`src/rtl/pe_schedule_ctrl.sv`:
```
// Phase sequencer for the two-PE CORDIC array: walks an NxN matrix in 2x2 groups,
// issuing PE operands per pass and matching write-back strobes PE_LAT cycles later.
module pe_schedule_ctrl #(
    parameter int unsigned N      = 4,
    parameter int unsigned PE_LAT = 8,
    parameter int unsigned NPASS  = 2
) (
    input  logic                 clk,
    input  logic                 rst,
    input  logic                 start_i,
    output logic                 busy_o,
    output logic                 done_o,
    output logic [1:0]           pe0_valid_o,
    output logic [1:0]           pe1_valid_o,
    output logic [1:0]           pe0_scheme_o,
    output logic [1:0]           pe1_scheme_o,
    output logic [$clog2(N)-1:0] rd_row_o,
    output logic [$clog2(N)-1:0] rd_col_o,
    output logic                 fb_sel_o,
    output logic                 swap_o,
    output logic                 wb_en_o,
    output logic [$clog2(N)-1:0] wb_row_o,
    output logic [$clog2(N)-1:0] wb_col_o,
    output logic                 wb_swap_o
);
    localparam int unsigned HALF = N / 2;
    localparam int unsigned G    = HALF * HALF;
    localparam int unsigned CW   = $clog2(NPASS * PE_LAT + G + 1);
    localparam int unsigned RW   = $clog2(N);

    localparam logic [CW-1:0] LAT_C   = CW'(PE_LAT);
    localparam logic [CW-1:0] NPASS_C = CW'(NPASS);
    localparam logic [CW-1:0] G_C     = CW'(G);
    localparam logic [CW-1:0] HALF_C  = CW'(HALF);
    localparam logic [CW-1:0] LAST_C  = CW'(NPASS * PE_LAT + G - 1);

    if (N < 2 || (N % 2) != 0 || NPASS < 1 || PE_LAT < G) begin : g_param_err
        $error("pe_schedule_ctrl: need even N>=2, NPASS>=1, PE_LAT>=(N/2)*(N/2)");
    end

    typedef enum logic [1:0] {
        S_IDLE,
        S_RUN,
        S_DONE
    } state_e;

    typedef enum logic [1:0] {
        SCH_C2R   = 2'd0,
        SCH_CROT  = 2'd1,
        SCH_RNULL = 2'd2,
        SCH_RROT  = 2'd3
    } scheme_e;

    state_e        state_q, state_d;
    logic [CW-1:0] p_q, p_d;

    logic [CW-1:0] iss_pass, iss_grp, iss_rp, iss_cp;
    logic [CW-1:0] wb_pos, wb_pass, wb_grp, wb_rp, wb_cp;
    logic          iss_hit, wb_hit;

    always_ff @(posedge clk) begin
        if (rst) begin
            state_q <= S_IDLE;
            p_q     <= '0;
        end else begin
            state_q <= state_d;
            p_q     <= p_d;
        end
    end

    always_comb begin
        state_d = state_q;
        p_d     = p_q;
        case (state_q)
            S_IDLE: begin
                p_d = '0;
                if (start_i) state_d = S_RUN;
            end
            S_RUN: begin
                if (p_q == LAST_C) begin
                    state_d = S_DONE;
                    p_d     = '0;
                end else begin
                    p_d = p_q + CW'(1);
                end
            end
            S_DONE: begin
                state_d = S_IDLE;
                p_d     = '0;
            end
            default: begin
                state_d = S_IDLE;
                p_d     = '0;
            end
        endcase
    end

    // Phase P splits into pass/group; write-back replays the slot PE_LAT cycles earlier.
    always_comb begin
        iss_pass = p_q / LAT_C;
        iss_grp  = p_q % LAT_C;
        iss_rp   = iss_grp / HALF_C;
        iss_cp   = iss_grp % HALF_C;
        iss_hit  = (iss_pass < NPASS_C) && (iss_grp < G_C);
        wb_pos   = p_q - LAT_C;
        wb_pass  = wb_pos / LAT_C;
        wb_grp   = wb_pos % LAT_C;
        wb_rp    = wb_grp / HALF_C;
        wb_cp    = wb_grp % HALF_C;
        wb_hit   = (p_q >= LAT_C) && (wb_pass < NPASS_C) && (wb_grp < G_C);
    end

    always_comb begin
        busy_o       = (state_q == S_RUN);
        done_o       = (state_q == S_DONE);
        pe0_valid_o  = '0;
        pe1_valid_o  = '0;
        pe0_scheme_o = '0;
        pe1_scheme_o = '0;
        rd_row_o     = '0;
        rd_col_o     = '0;
        fb_sel_o     = 1'b0;
        swap_o       = 1'b0;
        wb_en_o      = 1'b0;
        wb_row_o     = '0;
        wb_col_o     = '0;
        wb_swap_o    = 1'b0;
        if (state_q == S_RUN && iss_hit) begin
            pe0_valid_o = '1;
            pe1_valid_o = '1;
            rd_row_o    = RW'({iss_rp, 1'b0});
            rd_col_o    = RW'({iss_cp, 1'b0});
            if (iss_pass == '0) begin
                pe0_scheme_o = (iss_cp == '0) ? SCH_C2R : SCH_CROT;
                pe1_scheme_o = SCH_CROT;
            end else begin
                fb_sel_o     = 1'b1;
                swap_o       = iss_rp[0];
                pe0_scheme_o = (iss_cp == '0) ? SCH_RNULL : SCH_RROT;
                pe1_scheme_o = SCH_RROT;
            end
        end
        if (state_q == S_RUN && wb_hit) begin
            wb_en_o   = 1'b1;
            wb_row_o  = RW'({wb_rp, 1'b0});
            wb_col_o  = RW'({wb_cp, 1'b0});
            wb_swap_o = (wb_pass != '0) && wb_rp[0];
        end
    end

endmodule

```
`config.mk`:
```
export PLATFORM = sky130hd
export DESIGN_NAME = pe_schedule_ctrl
export DESIGN_NICKNAME = d
export VERILOG_FILES = /design/src/rtl/pe_schedule_ctrl.sv
export SDC_FILE = /design/constraint.sdc
export NUM_CORES = 1
export LEC_CHECK = 0
export CAP_MARGIN = 5
export CORE_MARGIN = 2
export CORE_UTILIZATION = 30
export DETAILED_ROUTE_END_ITERATION = 6
export GPL_ROUTABILITY_DRIVEN = 0
export PLACE_DENSITY_LB_ADDON = 0.12
export SYNTH_ARGS = -nofsm -noshare
export SYNTH_HDL_FRONTEND = slang
export SYNTH_SLANG_ARGS = --single-unit
```
`constraint.sdc`:
```
create_clock -name clk -period 3.5 [get_ports clk]
set_input_delay 0.7 -clock clk [delete_from_list [all_inputs] [get_ports clk]]
set_output_delay 0.7 -clock clk [all_outputs]
set_load 0.005 [all_outputs]
```
==> flow_summary.toml <==
[critical_path]
rr_worst_depth = 4
cp_cell_sequence = "inv_1 > ha_1 > and4bb_1 > and2_4 > nor2b_4 > clkdlybuf4s50_1"
cp-end-kind = "output port"
crit_family = "buffers and inverters"
arrival_ns = 2.06
r2r_setup_slack_ns = 2.29
path_buf_inv = 2
path_class = "reg -> out"
rr_startpoint = "p_q[0]"
r2r_end = "state_q[0]"
crit_fanout = 5
cpMaxStageDelayCell = "clkdlybuf4s50_1"
crit_path_max_incr_delay_ns = 0.49
worstSetupStartpointType = "register"
required_ns = 2.80

[placed_design]
dp_hpwl_um = 694
post_dp_cell_area_um2 = 654.4
port-buffer-count = 20

[power]
ir_worst_vdd_mv = 0.1307
p_leak_nw = 0.2750
internal_power_uw = 140.4
p_sw_uw = 39.21
power_density_nw_per_um2 = 263.9
seqPwrFrac = 0.467
p_sw_frac = 0.2183
p_comb_frac = 0.130
clock_power_share = 0.404

[final_layout]
layout_common_cells = "clkdlybuf4s50_1 (20), dfxtp_1 (7), nor2_1 (4), conb_1 (4)"
antenna_cells = 0
area.growth.synth_to_final_pct = 34.65
drive_above_1_share = 0.1143
register_area_um2 = 140.1
nNetsFinal = 77
fillers = 160
final_common_cell = "clkdlybuf4s50_1"
multi_input_area_um2 = 286.5
fin_area_um2 = 680.7
post-route-util = 0.4416

[floorplan]
rows = 14
chipWidth_um = 45.05
dieArea_um2 = 2030
initial_core_util = 0.3279
ios = 25
die_h_um = 45.05
core_um2 = 1541

[detailed_routing]
drt-total-wl_um = 882
drc = 0
post_drt_via_cell_ratio = 4.488
ant_nets = 0
drt_first_iter_violations = 3
post_drt_wl_per_cell_um = 10.26
drt_pre_antenna_iters = 2
vias = 386

[grt]
grt_max_degree = 9
grt_usage = 0.1039
grt_pass1_vias = 367
grt_pass1_wl_um = 1476
antenna_found_initial = 0
grt-ovfl-total = 0

[synth]
yosys_warnings = 0
ys_types = 27
syn_inst = 54
yosysSeqAreaShare = 0.2772
synthDominantCellAreaShare = 0.2772
synth.cell_area_um2 = 505.5
syn_area_per_cell_um2 = 9.361
synth_area_leaders = "dfxtp_1 (28%), buf_4 (16%), ha_1 (7.4%), nor4b_4 (4.7%), and2b_1 (4.5%)"
synth_top_cell_by_area = "dfxtp_1"
ys_ff_latch = 7

[cts]
path_clk_slew_ns = 0.05
cts_setup_buffers = 0
cts_tree = "built"
cts_root_buffer = "clkbuf_4"
cts_hold_buffers = 0
clk_latency_ns = 0.25
cts.htree.levels = 1
clockBufferDepth = 2
clock-sinks = 7
cts_buffers = 3
cts_resized = 0

[worst_hold_path]
worstHoldStart = "p_q[0]"
hold-path-cell-count = 1
hold_class = "reg -> reg"
whs_endpoint = "p_q[0]"

[sta]
post-route-period-util = 0.7878
rsz0062_at_grt = "false"
max_freq_ghz = 0.3627
setup_viol = 0
maxSlewViolCount = 0
clock_skew_ns = 0.0001762
fin_crit_ns = 2.757
finalSetupTns_ns = 0
hold_violations = 0

[status]
status = "finished clean"

[flow_run]
drv_cap = 0
cell usage after synthesis:
master / count
a21oi_1: 1
a32o_2: 1
and2_1: 2
and2_4: 2
and2b_1: 3
and3_1: 1
and4bb_1: 1
buf_4: 11
conb_1: 1
dfxtp_1: 7
ha_1: 3
inv_1: 2
mux2i_1: 1
nand2_1: 1
nand2b_1: 1
nand3_1: 1
nand3b_1: 1
nand4bb_1: 1
nor2_1: 4
nor2b_1: 1
nor2b_4: 1
nor3_1: 1
nor3b_1: 1
nor4b_4: 1
o21ai_0: 1
or3b_1: 1
xnor2_1: 2
registers in the layout, indices dropped and copies added (netlist names):
| register | flops |
|---|---|
| p_q | 5 |
| state_q | 2 |
power groups by stage:
stage	registers (mW)	clock network [mW]	logic (mW)
final	0.0839	0.0725	0.0233
after global routing	0.0844	0.0807	0.0259
after CTS	0.0839	0.0776	0.0236
after detailed placement	0.0856	0	0.0236
after global placement	0.0855	0	0.0235
after floorplan	0.0848	0	0.0175
kinds of logic after synthesis:
group	after synthesis	synth area share
simple gates	24	0.3663
buf+inv	13	0.1782
flops	7	0.2772
fa+ha+maj	3	0.07427
compound gates	3	0.04206
xor+xnor	2	0.03466
other cells	1	0.007419
mux	1	0.01980
metrics by stage:
stage	setup slack, ns	instances	hold WS [ns]	power [mW]
6_report	0.7426	86	0.4772	0.1796
2_1_floorplan	1.554	57	0.4328	0.1024
5_1_grt	0.6241	86	0.5038	0.1910
4_1_cts	0.7255	86	0.4882	0.1851
3_5_place_dp	1.008	82	0.4761	0.1092
3_3_place_gp	0.9968	82	0.4641	0.1090
routing by layer:
| metal | vias to the layer above | global-route usage | wire length, µm |
|---|---|---|---|
| met2 | 19 | 0.1600 | 388 |
| met1 | 167 | 0.1201 | 404 |
| met3 | 2 | 0.01200 | 77 |
| li1 | 198 | - | - |
| met4 | 0 | 0.1059 | 12 |
| met5 | - | 0 | 0 |
final cells by class:
class	count	share of cell area
Sequential cell	7	0.2059
Tap cell	16	0.02941
Timing Repair Buffer	20	0.2941
Multi-Input combinational cell	37	0.4210
Inverter	2	0.01103
Clock buffer	4	0.03860
worst max path at each step:
stage | start | end | slack (ns) | cells past startpoint
final | p_q[4] | wb_swap_o | 0.74 | 6
after global routing | p_q[4] | wb_swap_o | 0.62 | 6
after CTS | p_q[4] | wb_swap_o | 0.73 | 6
after detailed placement | p_q[4] | wb_swap_o | 1.01 | 6
after global placement | p_q[4] | wb_swap_o | 1.0 | 6
after floorplan | p_q[4] | wb_swap_o | 1.55 | 5
No activity file was read; power rests on OpenSTA's default activity.
